File: config.mk
export PLATFORM = sky130hd
export DESIGN_NAME = shru_seq_flat
export DESIGN_NICKNAME = d
export VERILOG_FILES = /design/src/rtl/shru_seq_if.sv /design/src/rtl/shru_seq.sv /design/src/flat_wrapper.sv
export SDC_FILE = /design/constraint.sdc
export NUM_CORES = 1
export LEC_CHECK = 0
export BUFFER_PORTS_ARGS = -buffer_cell sky130_fd_sc_hd__buf_2
export CORE_AREA = 2 2 162 164
export CTS_BUF_LIST = sky130_fd_sc_hd__clkbuf_8
export CTS_CLUSTER_SIZE = 12
export DETAILED_ROUTE_END_ITERATION = 12
export DIE_AREA = 0 0 164 166
export GPL_TIMING_DRIVEN = 0
export PLACE_DENSITY = 0.53
export SLEW_MARGIN = 15
export SYNTH_ARGS = -nofsm -noshare
export SYNTH_HDL_FRONTEND = slang
export SYNTH_SLANG_ARGS = --single-unit
File: constraint.sdc
create_clock -name clk_i -period 2.92 [get_ports clk_i]
set_input_delay 0.146 -clock clk_i [delete_from_list [all_inputs] [get_ports clk_i]]
set_output_delay 0.146 -clock clk_i [all_outputs]
set_load 0.01 [all_outputs]
File: src/rtl/shru_seq_if.sv
// Handshake/bus bundle for shru_seq: save/load requests, shadow register-file
// ports and the data-cache request/response channel.
interface shru_seq_if #(
  parameter int unsigned XLEN = 64
);
  logic            save_valid_i;
  logic            save_ready_o;
  logic [XLEN-1:0] esf_base_i;
  logic            load_valid_i;
  logic            load_ack_o;

  logic [4:0]      rf_raddr_o;
  logic [XLEN-1:0] rf_rdata_i;
  logic            rf_we_o;
  logic [4:0]      rf_waddr_o;
  logic [XLEN-1:0] rf_wdata_o;

  logic            req_valid_o;
  logic            req_ready_i;
  logic            req_we_o;
  logic [XLEN-1:0] req_addr_o;
  logic [XLEN-1:0] req_wdata_o;
  logic            rsp_valid_i;
  logic [XLEN-1:0] rsp_rdata_i;

  logic [4:0]      save_level_o;
  logic [4:0]      load_level_o;
  logic            busy_o;

  modport slave (
    input  save_valid_i, esf_base_i, load_valid_i, rf_rdata_i,
           req_ready_i, rsp_valid_i, rsp_rdata_i,
    output save_ready_o, load_ack_o, rf_raddr_o, rf_we_o, rf_waddr_o,
           rf_wdata_o, req_valid_o, req_we_o, req_addr_o, req_wdata_o,
           save_level_o, load_level_o, busy_o
  );

  modport master (
    output save_valid_i, esf_base_i, load_valid_i, rf_rdata_i,
           req_ready_i, rsp_valid_i, rsp_rdata_i,
    input  save_ready_o, load_ack_o, rf_raddr_o, rf_we_o, rf_waddr_o,
           rf_wdata_o, req_valid_o, req_we_o, req_addr_o, req_wdata_o,
           save_level_o, load_level_o, busy_o
  );
endinterface

File: src/rtl/shru_seq.sv
// Shadow-register spill/restore sequencer between a shadow GPR file and the
// data cache. Define SHRU_SEQ_LOAD_EN to build the restore (load) path.
module shru_seq #(
  parameter int unsigned XLEN    = 64,
  parameter int unsigned NR_REGS = 15
) (
  input  logic       clk_i,
  input  logic       rst_ni,
  shru_seq_if.slave  bus
);

  localparam logic [XLEN-1:0] STRIDE   = XLEN'(XLEN / 8);
  localparam logic [4:0]      LAST_IDX = 5'(NR_REGS);

`ifdef SHRU_SEQ_LOAD_EN
  typedef enum logic [1:0] {IDLE, SAVE, LD_REQ, LD_WAIT} state_e;
`else
  typedef enum logic [1:0] {IDLE, SAVE} state_e;
`endif

  state_e          state_q;
  logic [4:0]      idx_q;
  logic [XLEN-1:0] addr_q;
  logic            save_ready_q;
  logic            busy_q;
  logic            req_valid_q;
  logic            req_we_q;
  logic [4:0]      save_lvl_q;
`ifdef SHRU_SEQ_LOAD_EN
  logic [4:0]      load_lvl_q;
`endif

  // addr_q tracks base + (idx-1)*stride incrementally; wraps modulo 2^XLEN.
  always_ff @(posedge clk_i or negedge rst_ni) begin
    if (!rst_ni) begin
      state_q      <= IDLE;
      idx_q        <= '0;
      addr_q       <= '0;
      save_ready_q <= 1'b1;
      busy_q       <= 1'b0;
      req_valid_q  <= 1'b0;
      req_we_q     <= 1'b0;
      save_lvl_q   <= '0;
`ifdef SHRU_SEQ_LOAD_EN
      load_lvl_q   <= '0;
`endif
    end else begin
      case (state_q)
        IDLE: begin
          if (bus.save_valid_i) begin
            state_q      <= SAVE;
            idx_q        <= 5'd1;
            addr_q       <= bus.esf_base_i;
            save_ready_q <= 1'b0;
            busy_q       <= 1'b1;
            req_valid_q  <= 1'b1;
            req_we_q     <= 1'b1;
            save_lvl_q   <= 5'd1;
          end
`ifdef SHRU_SEQ_LOAD_EN
          else if (bus.load_valid_i) begin
            state_q      <= LD_REQ;
            idx_q        <= 5'd1;
            addr_q       <= bus.esf_base_i;
            save_ready_q <= 1'b0;
            busy_q       <= 1'b1;
            req_valid_q  <= 1'b1;
            req_we_q     <= 1'b0;
            load_lvl_q   <= 5'd1;
          end
`endif
        end

        SAVE: begin
          if (bus.req_ready_i) begin
            if (idx_q == LAST_IDX) begin
              state_q      <= IDLE;
              idx_q        <= '0;
              addr_q       <= '0;
              save_ready_q <= 1'b1;
              busy_q       <= 1'b0;
              req_valid_q  <= 1'b0;
              req_we_q     <= 1'b0;
              save_lvl_q   <= '0;
            end else begin
              idx_q      <= idx_q + 5'd1;
              addr_q     <= addr_q + STRIDE;
              save_lvl_q <= idx_q + 5'd1;
            end
          end
        end

`ifdef SHRU_SEQ_LOAD_EN
        LD_REQ: begin
          if (bus.req_ready_i) begin
            state_q     <= LD_WAIT;
            req_valid_q <= 1'b0;
          end
        end

        LD_WAIT: begin
          if (bus.rsp_valid_i) begin
            if (idx_q == LAST_IDX) begin
              state_q      <= IDLE;
              idx_q        <= '0;
              addr_q       <= '0;
              save_ready_q <= 1'b1;
              busy_q       <= 1'b0;
              load_lvl_q   <= '0;
            end else begin
              state_q     <= LD_REQ;
              idx_q       <= idx_q + 5'd1;
              addr_q      <= addr_q + STRIDE;
              req_valid_q <= 1'b1;
              load_lvl_q  <= idx_q + 5'd1;
            end
          end
        end
`endif

        default: ;
      endcase
    end
  end

  assign bus.save_ready_o = save_ready_q;
  assign bus.busy_o       = busy_q;
  assign bus.req_valid_o  = req_valid_q;
  assign bus.req_we_o     = req_we_q;
  assign bus.req_addr_o   = req_valid_q ? addr_q : '0;
  // Store data comes straight from the combinational shadow-RF read port.
  assign bus.req_wdata_o  = req_we_q ? bus.rf_rdata_i : '0;
  assign bus.rf_raddr_o   = save_lvl_q;
  assign bus.save_level_o = save_lvl_q;

`ifdef SHRU_SEQ_LOAD_EN
  logic rf_we;

  assign rf_we            = (state_q == LD_WAIT) && bus.rsp_valid_i;
  assign bus.load_ack_o   = (state_q == IDLE) && bus.load_valid_i && !bus.save_valid_i;
  assign bus.rf_we_o      = rf_we;
  assign bus.rf_waddr_o   = rf_we ? idx_q : '0;
  assign bus.rf_wdata_o   = rf_we ? bus.rsp_rdata_i : '0;
  assign bus.load_level_o = load_lvl_q;
`else
  logic unused_load_inputs;

  assign unused_load_inputs = ^{bus.load_valid_i, bus.rsp_valid_i, bus.rsp_rdata_i};
  assign bus.load_ack_o     = 1'b0;
  assign bus.rf_we_o        = 1'b0;
  assign bus.rf_waddr_o     = '0;
  assign bus.rf_wdata_o     = '0;
  assign bus.load_level_o   = '0;
`endif

endmodule

File: src/flat_wrapper.sv
// flat-port wrapper written by rule: the top's interface ports become plain ports
module shru_seq_flat 
#(
  parameter int unsigned XLEN    = 64,
  parameter int unsigned NR_REGS = 15
)
  (clk_i, rst_ni, bus_save_valid_i, bus_esf_base_i, bus_load_valid_i, bus_rf_rdata_i, bus_req_ready_i, bus_rsp_valid_i, bus_rsp_rdata_i, bus_save_ready_o, bus_load_ack_o, bus_rf_raddr_o, bus_rf_we_o, bus_rf_waddr_o, bus_rf_wdata_o, bus_req_valid_o, bus_req_we_o, bus_req_addr_o, bus_req_wdata_o, bus_save_level_o, bus_load_level_o, bus_busy_o);
  shru_seq_if #(.XLEN(XLEN)) bus_i ();
  input  logic clk_i;
  input  logic rst_ni;
  input wire logic [$bits(bus_i.save_valid_i)-1:0] bus_save_valid_i;
  input wire logic [$bits(bus_i.esf_base_i)-1:0] bus_esf_base_i;
  input wire logic [$bits(bus_i.load_valid_i)-1:0] bus_load_valid_i;
  input wire logic [$bits(bus_i.rf_rdata_i)-1:0] bus_rf_rdata_i;
  input wire logic [$bits(bus_i.req_ready_i)-1:0] bus_req_ready_i;
  input wire logic [$bits(bus_i.rsp_valid_i)-1:0] bus_rsp_valid_i;
  input wire logic [$bits(bus_i.rsp_rdata_i)-1:0] bus_rsp_rdata_i;
  output wire logic [$bits(bus_i.save_ready_o)-1:0] bus_save_ready_o;
  output wire logic [$bits(bus_i.load_ack_o)-1:0] bus_load_ack_o;
  output wire logic [$bits(bus_i.rf_raddr_o)-1:0] bus_rf_raddr_o;
  output wire logic [$bits(bus_i.rf_we_o)-1:0] bus_rf_we_o;
  output wire logic [$bits(bus_i.rf_waddr_o)-1:0] bus_rf_waddr_o;
  output wire logic [$bits(bus_i.rf_wdata_o)-1:0] bus_rf_wdata_o;
  output wire logic [$bits(bus_i.req_valid_o)-1:0] bus_req_valid_o;
  output wire logic [$bits(bus_i.req_we_o)-1:0] bus_req_we_o;
  output wire logic [$bits(bus_i.req_addr_o)-1:0] bus_req_addr_o;
  output wire logic [$bits(bus_i.req_wdata_o)-1:0] bus_req_wdata_o;
  output wire logic [$bits(bus_i.save_level_o)-1:0] bus_save_level_o;
  output wire logic [$bits(bus_i.load_level_o)-1:0] bus_load_level_o;
  output wire logic [$bits(bus_i.busy_o)-1:0] bus_busy_o;
  assign bus_i.save_valid_i = bus_save_valid_i;
  assign bus_i.esf_base_i = bus_esf_base_i;
  assign bus_i.load_valid_i = bus_load_valid_i;
  assign bus_i.rf_rdata_i = bus_rf_rdata_i;
  assign bus_i.req_ready_i = bus_req_ready_i;
  assign bus_i.rsp_valid_i = bus_rsp_valid_i;
  assign bus_i.rsp_rdata_i = bus_rsp_rdata_i;
  assign bus_save_ready_o = bus_i.save_ready_o;
  assign bus_load_ack_o = bus_i.load_ack_o;
  assign bus_rf_raddr_o = bus_i.rf_raddr_o;
  assign bus_rf_we_o = bus_i.rf_we_o;
  assign bus_rf_waddr_o = bus_i.rf_waddr_o;
  assign bus_rf_wdata_o = bus_i.rf_wdata_o;
  assign bus_req_valid_o = bus_i.req_valid_o;
  assign bus_req_we_o = bus_i.req_we_o;
  assign bus_req_addr_o = bus_i.req_addr_o;
  assign bus_req_wdata_o = bus_i.req_wdata_o;
  assign bus_save_level_o = bus_i.save_level_o;
  assign bus_load_level_o = bus_i.load_level_o;
  assign bus_busy_o = bus_i.busy_o;
  shru_seq #(.XLEN(XLEN), .NR_REGS(NR_REGS)) u_core (.clk_i(clk_i), .rst_ni(rst_ni), .bus(bus_i));
endmodule
# Yosys cells after proc, flatten, opt, wreduce, memory -nomap -nowiden
# Index checks and enable logic that the tools add are counted.
[word_totals]
ff_bits = 73
output_inout_bits = 218
word_cells = 38
[op_classes]
add_sub_neg = 2
n_eq_ne = 5
mux = 22
n_reduce_logical = 4
[op_table]
columns = ["operator", "count"]
rows = [
  ["two-way mux 64 bit", 5],
  ["case mux 64 bit (2 select lines)", 1],
  ["adder 64 x 4 -> 64 bit, second input constant", 1],
  ["two-way mux 5 bit", 3],
  ["case mux 5 bit (2 select lines)", 1],
  ["two-way mux 1 bit", 6],
  ["two-way mux 2 bit", 3],
  ["adder 5 x 1 -> 5 bit, second input constant", 1],
  ["== test 5 x 4 -> 1 bit, second input constant", 1],
  ["inequality test 2 bit, second input constant", 2],
  ["case mux 1 bit (2 select lines)", 2],
  ["case mux 2 bit (2 select lines)", 1],
  ["AND reduction 4 bit", 1],
  ["AND reduction 3 bit", 1],
  ["== test 2 x 1 -> 1 bit, second input constant", 1],
  ["logical NOT 2 bit", 1],
  ["inequality test 2 x 1 -> 1 bit, second input constant", 1],
  ["nonzero test 2 bit", 1],
]

# Logic depth before layout (Yosys ltp)
# Gate-level depths: netlist of the first run.
[logic_depth]
word_depth = 4
ltp_mapped = 9

# Worst setup path before layout of the first run
# No wires, ideal clock.
[synth_timing]
path_type = "register to register"
from = "reg u_core.addr_q[3]"
to = "reg u_core.addr_q[36]"
arrival_ns = 2.164
t_required_ns = 2.851
slack_ns = 0.687
path_stages_with_launch = 6
n_path_buf = 0
synth_period_minus_slack_ns = 2.233
cell_sequence = "dfrtp_1 -> nand4_2 -> or4_4 -> or4b_4 -> or4_1 -> nand3_1"
[synth_via]
elab_chain_len = 4
[synth_lines]
columns = ["item", "line", "rtl"]
rows = [
  ["start, declared", "shru_seq.sv:23", "logic [XLEN-1:0] addr_q;"],
  ["start signal, assigned", "shru_seq.sv:53", "addr_q <= bus.esf_base_i;"],
  ["start signal, assigned", "shru_seq.sv:87", "addr_q <= addr_q + STRIDE;"],
  ["adder 64 x 4 -> 64 bit", "shru_seq.sv:87", ""],
  ["two-way mux 64 bit", "shru_seq.sv:76", "if (idx_q == LAST_IDX) begin"],
  ["two-way mux 64 bit", "shru_seq.sv:75", "if (bus.req_ready_i) begin"],
  ["case mux 64 bit (2 select lines)", "shru_seq.sv:48", "case (state_q)"],
]
# Every way passes these cells. The select of a mux whose other input is x is not followed.
# A chain may end at the register's enable or synchronous reset.

# Final worst setup path of the first run
[layout_timing]
from = "reg u_core.addr_q[3]"
to = "reg u_core.addr_q[44]"
# Same word-level chain as after synthesis.

==> results of run 1 <==
-- layout make-up --
| cell class | count | area [sq um] | area share (%) |
|---|---|---|---|
| Antenna cell | 1 | 2.50 | 0.0292 |
| Buffer | 125 | 793 | 9.26 |
| Clock buffer | 11 | 151 | 1.77 |
| Clock inverter | 5 | 25.0 | 0.292 |
| Inverter | 13 | 48.8 | 0.569 |
| Multi-Input combinational cell | 631 | 3690 | 43.1 |
| Sequential cell | 71 | 1780 | 20.7 |
| Tap cell | 335 | 419 | 4.89 |
| Timing Repair Buffer | 301 | 1660 | 19.4 |
-- cell families (layout without fill, tap and decap cells) --
logic type                 count (synthesis)  in the layout  share of synthesized area [%]
xor gates and xnor gates                   1              1                          0.146
buffers and inverters                    139            455                           13.9
muxes                                      3              3                          0.523
DFF                                       71             71                           29.7
and+or+nand+nor                          384            384                           35.6
AOI/OAI and AO/OA                        165            165                           19.6
adders and majority gates                  2              2                          0.418
other                                      1             77                         0.0627
-- flip-flops by register name (all words and copies together) (netlist names) --
| register | cells |
|---|---|
| u_core.bus.rf_raddr_o | 5 |
| u_core.addr_q | 64 |
| u_core.bus.save_ready_o | 1 |
| u_core.bus.req_we_o | 1 |
-- power by group through the flow --
stage	Sequential [W]	Combinational (W)	Clock, W
detailed placement	0.00214	0.00390	0
CTS	0.00212	0.00395	0.000780
global placement	0.00213	0.00387	0
global route	0.00223	0.00437	0.000825
floorplan	0.00193	0.00238	0
finish	0.00215	0.00397	0.000777
-- metrics by stage --
step | hold slack (ns) | util, % | setup TNS, ns
2_1_floorplan | -0.150 | - | 0
4_1_cts | 0.00283 | 33.2 | 0
5_1_grt | 0.00927 | 33.4 | 0
3_3_place_gp | 0.355 | 31.4 | -1.19
6_report | 0.00905 | 33.5 | 0
3_5_place_dp | 0.124 | 31.5 | -1.15
-- worst min-delay path: cells and delay by family --
| family | cells | cell delay [ns] |
|---|---|---|
| compound gates | 1 | 0.08 |
| buf+inv | 1 | 0.08 |
| simple gates | 1 | 0.04 |
-- timing repair --
item                       4_1_cts  5_1_grt
hold endpoints to repair        51        0
hold buffers                    24        0
gates resized for setup          4       19
setup endpoints to repair       25       53
pin swaps                        0        1
buffers inserted                 0        3
-- placed cells by master (no fill, tap or decap), types with 3 or more instances in the layout --
| cell type | Yosys | routed |
|---|---|---|
| buf_2 | 0 | 273 |
| or3_1 | 4 | 4 |
| clkbuf_2 | 0 | 9 |
| or2_2 | 3 | 3 |
| a221o_1 | 5 | 5 |
| clkbuf_8 | 0 | 11 |
| nand2_1 | 69 | 69 |
| o21ai_0 | 34 | 34 |
| o31a_1 | 4 | 4 |
| dfrtp_1 | 70 | 70 |
| o311ai_0 | 18 | 18 |
| a32oi_1 | 3 | 3 |
| dlygate4sd3_1 | 0 | 24 |
| a21oi_1 | 21 | 21 |
| a31oi_1 | 5 | 5 |
| a31o_2 | 3 | 3 |
| and3_1 | 14 | 14 |
| and4_1 | 6 | 6 |
| clkbuf_1 | 40 | 32 |
| o211ai_1 | 22 | 22 |
| o211a_1 | 3 | 3 |
| nand3_1 | 42 | 41 |
| and2_1 | 121 | 120 |
| nor2_1 | 44 | 44 |
| nand4_1 | 26 | 26 |
| buf_4 | 83 | 87 |
| nand2b_1 | 3 | 3 |
| nor4_1 | 8 | 6 |
| or4_1 | 12 | 12 |
| conb_1 | 1 | 76 |
| a22o_1 | 8 | 8 |
| a22oi_1 | 16 | 16 |
| inv_1 | 12 | 14 |
| o21a_1 | 5 | 5 |
| nor3_1 | 20 | 20 |
| o31ai_1 | 4 | 4 |
-- routing by layer --
metal / global-route usage (%) / wire, um
met2: 30.2 / 12400
met4: 5.07 / 595
met3: 5.22 / 2570
met5: 0 / 0
met1: 29.8 / 13000
-- path summary, 6_finish.rpt --
path | start | endpoint | slack [ns] | cells past startpoint
max | u_core.addr_q[3]$_DFFE_PN0P_ | u_core.addr_q[44]$_DFFE_PN0P_ | 0.11 | 5
max reg2reg | u_core.addr_q[3]$_DFFE_PN0P_ | u_core.addr_q[44]$_DFFE_PN0P_ | 0.11 | 5
max in group asynchronous | rst_ni | u_core.bus.save_ready_o$_DFFE_PN1P_ | 2.03 | 3
min in group asynchronous | rst_ni | u_core.addr_q[55]$_DFFE_PN0P_ | 0.25 | 2
min | bus_esf_base_i[41] | u_core.addr_q[41]$_DFFE_PN0P_ | 0.009 | 3
min reg2reg | u_core.addr_q[1]$_DFFE_PN0P_ | u_core.addr_q[1]$_DFFE_PN0P_ | 0.50 | 1
==> summary.md, run 1 <==
| Metric | Value |
|---|---|
| RSZ-0062 raised after global routing | `no` |
| Vias in the first global route | `6,617` |
| H-tree depth | `3` |
| DRC viols | `0` |
| Placer Congestion | `0.877` |
| Post-detail-place hpwl | `22,500 um` |
| Final instance area | `8570 sq um` |
| Internal power | `0.00345 W` |
| CP max stage delay | `0.72 ns` |
| Clock Tree Buf Depth | `2` |
| First-pass GRT wire length | `41,900 um` |
| Count leader, synth | `and2_1` |
| Comb pwr share | `57.6%` |
| CP Max Fanout | `7` |
| Gr ovfl total | `0` |
| Initial drt markers | `681` |
| Die width | `164 um` |
| Sw frac | `49.9%` |
| Clk sink count | `71` |
| Vias | `7,179` |
| Total CTS buffers | `9` |
| Sequential share of power | `31.1%` |
| Worst slew margin | `33.2%` |
| Critical path, cell by cell | `nand4_2, nor4_2, nand4_1, or4_1, nand3_1` |
| Most frequent cells after synthesis | `and2_1, buf_4, dfrtp_1` |
| Dpl cells | `1,450` |
| CTS tree | `built` |
| Post-DRT Antenna Nets | `0` |
| CP Data Arrival Time | `3.13 ns` |
| Status | `finished clean` |
| Main synth FF type | `dfrtp_1` |
| Layout Nets | `1,352` |
| Skew final | `0.0162 ns` |
| Clock power frac | `11.3%` |
| Least-Margin Pin Slew | `0.994 ns` |
| Synth warn | `0` |
| 1st-pass router iterations | `6` |
| Top cell family by delay on the critical path | `simple AND/OR/NAND/NOR gates` |
| Fillers | `2,780` |
| Ports | `416` |
| Area share of the largest cell type after synthesis | `29.3%` |
| P_sw | `0.00344 W` |
| Hold Path Class | `input port to register` |
| Die footprint | `27,200 sq um` |
| Initial antenna violation count | `1` |
| Mapped Area | `5980 sq um` |
| Setup Crit Path Kind | `register to register` |
| Vias per std cell | `4.81` |
| Placeable core area | `25,600 sq um` |
| FMAX | `0.356 GHz` |
| PD cells | `804 nW/um^2` |
| Area delta synth->final | `43.2%` |
| Syn avg cell area | `7.81 sq um` |
| PortBufs | `273` |
| Slowest CP cell | `nor4_2` |
| Synth unique cells | `62` |
| Leak pwr | `4.07 nW` |
| CP required | `3.24 ns` |
| Fin cells | `1,493` |
| Final Hold Vio Count | `0` |
| Crit end category | `register` |
| Initial Utilization | `23.4%` |
| Root Buffer | `clkbuf_8` |
| Rows | `59` |
| Setup crit start kind | `register` |
| Maxcap violations | `0` |
| Clk_lat worst skew | `0.39 ns` |
| Peak supply drop | `0.376 mV` |
| Layout cells sized above 1 | `35.0%` |
| Area post-placement | `8080 sq um` |
| Final Critical Period | `2.81 ns` |
| Post-synth top area cell | `dfrtp_1` |
| Clock-pin transition on the worst setup and hold timing paths | `0.09 ns` |
| EDFF count, synth | `0` |
| Asr flop ratio synth | `100%` |
| Power Total | `0.00689 W` |
| Final period util | `96.1%` |
| Post-synthesis sequential area ratio | `29.7%` |
| # setup viols final | `0` |
| Average routed wire per standard cell | `19.1 um` |
| Syn Inst Count | `766` |
| Total Wirelength | `28,500 um` |
| Pre-CTS setup slack | `-0.160 ns` |
| Die Y | `166 um` |
| Largest net degree at the start of global routing | `44` |
| Most area-consuming cells after synthesis | `dfrtp_1, and2_1, buf_4` |
| Final setup margin | `0.113 ns` |
| Max-slew violation count | `0` |
| Crit path buf inv count | `0` |
| GRT Total Usage | `20.5%` |
| Flops & latches, synth | `71` |
(Power assumes the default switching activity.)
==> run 2: changes to the inputs <==
- CTS_BUF_LIST: sky130_fd_sc_hd__clkbuf_8 -> not set
==> run 2 against run 1 <==
Against the previous run: clock power up 39%; global-route usage about the same; critical path depth unchanged; via count down 1.5%; sequential power about the same; power up 4.0%.
==> summary.md, run 2 (synthesized netlist as in run 1, its figures left out) <==
| Metric | Value |
|---|---|
| Hold Crit Start | `bus_esf_base_i[27]` |
| Worst R2R Start | `u_core.addr_q[3]$_DFFE_PN0P_` |
| Average routed wire per standard cell | `19.3 um` |
| H-tree depth | `3` |
| FMAX | `0.366 GHz` |
| Die Y | `166 um` |
| Setup crit start kind | `register` |
| Clock-pin transition on the worst setup and hold timing paths | `0.06 ns` |
| Final Hold Vio Count | `0` |
| Placeable core area | `25,600 sq um` |
| Setup crit start | `u_core.addr_q[3]$_DFFE_PN0P_` |
| Worst reg2reg path depth | `5` |
| Vias in the first global route | `6,556` |
| Status | `finished clean` |
| CP max stage delay | `0.70 ns` |
| DRC viols | `0` |
| Largest net degree at the start of global routing | `44` |
| CP Data Arrival Time | `3.03 ns` |
| # setup viols final | `0` |
| Skew final | `0.00923 ns` |
| Fin cells | `1,473` |
| Vias per std cell | `4.80` |
| Clk sink count | `71` |
| Rows | `59` |
| Dpl cells | `1,450` |
| Max reg flops | `64` |
| Final setup margin | `0.185 ns` |
| Clk_lat worst skew | `0.35 ns` |
| Clock Tree Buf Depth | `2` |
| Power Total | `0.00717 W` |
| Initial drt markers | `620` |
| Setup TNS Final | `0 ns` |
| Wire length on met2 | `12,200 um` |
| 1st-pass router iterations | `7` |
| Area delta synth->final | `41.6%` |
| PD cells | `847 nW/um^2` |
| Pre-CTS setup slack | `-0.160 ns` |
| PortBufs | `273` |
| Biggest register | `u_core.addr_q` |
| Hold Path Class | `input port to register` |
| GRT Total Usage | `20.5%` |
| Met1 Wirelength | `13,000 um` |
| Layout Nets | `1,332` |
| Most common cell after layout, fill and taps aside | `buf_2` |
| Met3 wire len | `2560 um` |
| Die footprint | `27,200 sq um` |
| Slowest CP cell | `nor4_2` |
| Reg-to-Reg End | `u_core.addr_q[44]$_DFFE_PN0P_` |
| Initial antenna violation count | `1` |
| Post-layout util | `33.1%` |
| Top cell family by delay on the critical path | `simple AND/OR/NAND/NOR gates` |
| Max-slew violation count | `0` |
| Hold Path Depth | `3` |
| Placer Congestion | `0.877` |
| Crit path buf inv count | `0` |
| Commonest non-fill, non-tap cells in the layout | `buf_2, and2_1, buf_4` |
| Maxcap violations | `0` |
| Final Critical Period | `2.74 ns` |
| Peak supply drop | `0.338 mV` |
| Crit end category | `register` |
| Vias | `7,074` |
| Leak pwr | `4.02 nW` |
| Root Buffer | `clkbuf_16` |
| Final period util | `93.7%` |
| Total CTS buffers | `9` |
| First-pass GRT wire length | `41,800 um` |
| Post-detail-place hpwl | `22,500 um` |
| Gr ovfl total | `0` |
| Hold Path Sink | `u_core.addr_q[27]$_DFFE_PN0P_` |
| Ports | `416` |
| CTS tree | `built` |
| Worst slew margin | `34.4%` |
| Die width | `164 um` |
| Least-Margin Pin Slew | `0.977 ns` |
| Post-DRT Antenna Nets | `0` |
| Max Used Layer | `met4` |
| Total Wirelength | `28,500 um` |
| R2R Setup Slk | `0.18 ns` |
| CP required | `3.21 ns` |
| Layout cells sized above 1 | `35.5%` |
| Critical path, cell by cell | `nand4_2, nor4_2, nand4_1, or4_1, nand3_1` |
| Setup Crit Path Kind | `register to register` |
| Initial Utilization | `23.4%` |
| CP Max Fanout | `7` |
## run 2: changes by cell type in the layout (fill, tap and decap cells not counted)
cell           delta
clkbuf_8          -9
clkbuf_2          -1
clkbuf_1          +3
clkbuf_16         +9
dlygate4sd3_1    -20
inv_1             -2
## run 2: repair_timing
action,CTS,global route
endpoints found under the setup margin,24,45
hold endpoints to repair,31,0
buffers inserted,0,3
hold buffers,4,0
pin swaps,0,1
gates resized for setup,4,17
## run 2: layer usage
layer | global-route usage [%] | up-vias
li1 | - | 3368
met1 | 29.6 | 3329
met2 | 30.0 | 340
met5 | 0 | -
met3 | 5.07 | 37
met4 | 6.18 | 0
## run 2: how the worst max path moves through the flow
stage / end / slack, ns / cells past startpoint
6_report: u_core.addr_q[44]$_DFFE_PN0P_ / 0.18 / 5
5_1_grt: u_core.addr_q[20]$_DFFE_PN0P_ / -0.001 / 7
4_1_cts: u_core.addr_q[20]$_DFFE_PN0P_ / 0.05 / 6
3_5_place_dp: u_core.addr_q[44]$_DFFE_PN0P_ / -0.16 / 5
3_3_place_gp: u_core.addr_q[44]$_DFFE_PN0P_ / -0.12 / 5
2_1_floorplan: u_core.addr_q[36]$_DFFE_PN0P_ / 0.69 / 5
## run 2: final cells by class
cell class,instances,area [sq um]
Buffer,125,792
Antenna cell,1,2.50
Multi-Input combinational cell,631,3690
Timing Repair Buffer,281,1460
Inverter,13,48.8
Clock inverter,3,17.5
Fill cell,2774,17100
Tap cell,335,419
Sequential cell,71,1780
Clock buffer,13,260
## run 2: power breakdown
group / internal [W] / switching (W)
Clock: 0.000620 / 0.000461
Sequential: 0.00145 / 0.000699
Combinational: 0.00164 / 0.00230
## run 2: tightest hold or removal path: stages
cell and delay (ns):
buf_2 0.08, nand2_1 0.04, o21ai_0 0.06
## run 2: metrics by stage
stage               instance area [sq um]  hold slack, ns
floorplan                            6260          -0.150
global placement                     8050           0.355
detailed placement                   8080           0.124
CTS                                  8410         0.00481
global route                         8470          0.0214
finish                               8470         0.00478
==> run 3: changes to the inputs <==
- RECOVER_POWER: not set -> 100
- REMOVE_ABC_BUFFERS: not set -> 1
==> run 3 against run 2 <==
Against the previous run: the flow now finishes with violations (capacitance limit, slew limit); clock skew fell by 0.00080 ns; critical path depth grew 1; global-route usage is 2.5 points lower.
==> summary.md, run 3 (synthesized netlist as in run 1, its figures left out) <==
| Metric | Value |
|---|---|
| Die footprint | `27,200 sq um` |
| Reg area | `1780 sq um` |
| Final Hold Vio Count | `0` |
| Biggest register | `u_core.addr_q` |
| Pre-CTS setup slack | `-0.379 ns` |
| CP max stage delay | `0.47 ns` |
| Reg-to-Reg End | `u_core.addr_q[41]$_DFFE_PN0P_` |
| Hold Path Sink | `u_core.addr_q[6]$_DFFE_PN0P_` |
| Hold Path Depth | `3` |
| Final Critical Period | `2.77 ns` |
| Clk sink count | `71` |
| Vias | `6,536` |
| Setup Crit Path Kind | `register to register` |
| CTS tree | `built` |
| Setup TNS Final | `0 ns` |
| CP Data Arrival Time | `2.99 ns` |
| H-tree depth | `3` |
| Setup crit start kind | `register` |
| Layout cells sized above 1 | `24.9%` |
| Hold Crit Start | `bus_esf_base_i[6]` |
| Top cell family by delay on the critical path | `simple AND/OR/NAND/NOR gates` |
| Placeable core area | `25,600 sq um` |
| Ports | `416` |
| Skew final | `0.00843 ns` |
| Multi-input gate area | `3710 sq um` |
| Die width | `164 um` |
| Initial antenna violation count | `7` |
| Total Wirelength | `25,800 um` |
| Final instance area | `7750 sq um` |
| Max reg flops | `64` |
| Initial drt markers | `493` |
| First-pass GRT wire length | `37,200 um` |
| Clk_lat worst skew | `0.34 ns` |
| CP required | `3.14 ns` |
| PD cells | `886 nW/um^2` |
| Peak supply drop | `0.219 mV` |
| Maxcap violations | `1` |
| Gr ovfl total | `0` |
| Placer Congestion | `0.826` |
| Hold Path Class | `input port to register` |
| Post-layout util | `30.3%` |
| Die Y | `166 um` |
| Layout Nets | `1,212` |
| Final setup margin | `0.150 ns` |
| Worst reg2reg path depth | `6` |
| Commonest non-fill, non-tap cells in the layout | `buf_2, conb_1, clkbuf_1` |
| Vias per std cell | `4.82` |
| Total CTS buffers | `9` |
| Root Buffer | `clkbuf_16` |
| # setup viols final | `0` |
| PortBufs | `273` |
| CP Max Fanout | `14` |
| R2R Setup Slk | `0.15 ns` |
| Final period util | `94.8%` |
| Least-Margin Pin Slew | `2.34 ns` |
| DRC viols | `0` |
| Average routed wire per standard cell | `19.0 um` |
| FMAX | `0.361 GHz` |
| Post-DRT Antenna Nets | `0` |
| Post-detail-place hpwl | `19,700 um` |
| Fillers | `2,876` |
| Crit path buf inv count | `0` |
| Violated checks | `capacitance limit, slew limit` |
| Clock-pin transition on the worst setup and hold timing paths | `0.06 ns` |
| Area post-placement | `7490 sq um` |
| Initial Utilization | `23.4%` |
| Critical path, cell by cell | `ha_1, nand3_1, nor4_1, nand3_2, or2_2, o311ai_0` |
| Worst hold margin | `0.0125 ns` |
| Worst R2R Start | `u_core.addr_q[3]$_DFFE_PN0P_` |
| Vias in the first global route | `6,062` |
| 1st-pass router iterations | `5` |
| Max-slew violation count | `37` |
| Status | `finished with violations` |
| Leak pwr | `3.31 nW` |
| Slowest CP cell | `nor4_1` |
| Rows | `59` |
| Most common cell after layout, fill and taps aside | `buf_2` |
| Largest net degree at the start of global routing | `74` |
| Area delta synth->final | `29.6%` |
| GRT Total Usage | `18.0%` |
| Worst slew margin | `-55.9%` |
| Clock Tree Buf Depth | `2` |
| Crit end category | `register` |
-- run 3: cell type report --
| class | instances | share of cell area (%) |
|---|---|---|
| clock buffer | 12 | 3.18 |
| sequential | 71 | 23.0 |
| antenna | 4 | 0.129 |
| timing repair buffer | 286 | 19.3 |
| multi-input combinational | 631 | 47.8 |
| clock inverter | 4 | 0.581 |
| tap | 335 | 5.41 |
| inverter | 13 | 0.645 |
-- run 3: worst max path at each step --
stage / startpoint / end / slack [ns] / cells after the start
floorplan: u_core.bus.req_we_o$_DFFE_PN0P_ / u_core.addr_q[53]$_DFFE_PN0P_ / -1.57 / 5
global placement: u_core.bus.req_we_o$_DFFE_PN0P_ / u_core.addr_q[53]$_DFFE_PN0P_ / -4.95 / 5
detailed placement: u_core.bus.req_we_o$_DFFE_PN0P_ / u_core.addr_q[32]$_DFFE_PN0P_ / -0.38 / 7
CTS: u_core.bus.req_we_o$_DFFE_PN0P_ / u_core.addr_q[63]$_DFFE_PN0P_ / 0.04 / 5
global route: u_core.addr_q[3]$_DFFE_PN0P_ / u_core.addr_q[41]$_DFFE_PN0P_ / -0.04 / 6
finish: u_core.addr_q[3]$_DFFE_PN0P_ / u_core.addr_q[41]$_DFFE_PN0P_ / 0.15 / 6
-- run 3: per-layer routing --
layer	vias to the layer above	wire [um]	share of wire, %	track usage (%)
li1	3120	-	-	-
met1	3119	10700	41	22.7
met2	266	12900	50	30.8
met3	25	1830	7.1	3.82
met4	6	391	1.5	5.19
met5	-	41	0.16	0
-- run 3: tightest hold or removal path, cell delays in order --
cell,delay [ns]
buf_2,0.07
nand2_1,0.03
o21ai_0,0.06
-- run 3: power breakdown --
group	switching [W]	total [W]	internal [W]
sequential	0.000728	0.00218	0.00145
clock	0.000458	0.00114	0.000682
combinational	0.00210	0.00355	0.00145
-- run 3: stage by stage --
step,power (W),instances
after global routing,0.00744,1354
after floorplan,0.00413,715
after detailed placement,0.00588,1332
final,0.00687,1356
after CTS,0.00705,1349
after global placement,0.00573,1323
-- run 3: what timing repair did --
action | in CTS | in global routing
hold buffers | 1 | 0
setup endpoints to repair | 31 | 10
pin swaps | 0 | 1
resized for setup | 6 | 0
endpoints found under the hold margin | 36 | 0
buffers inserted | 0 | 3
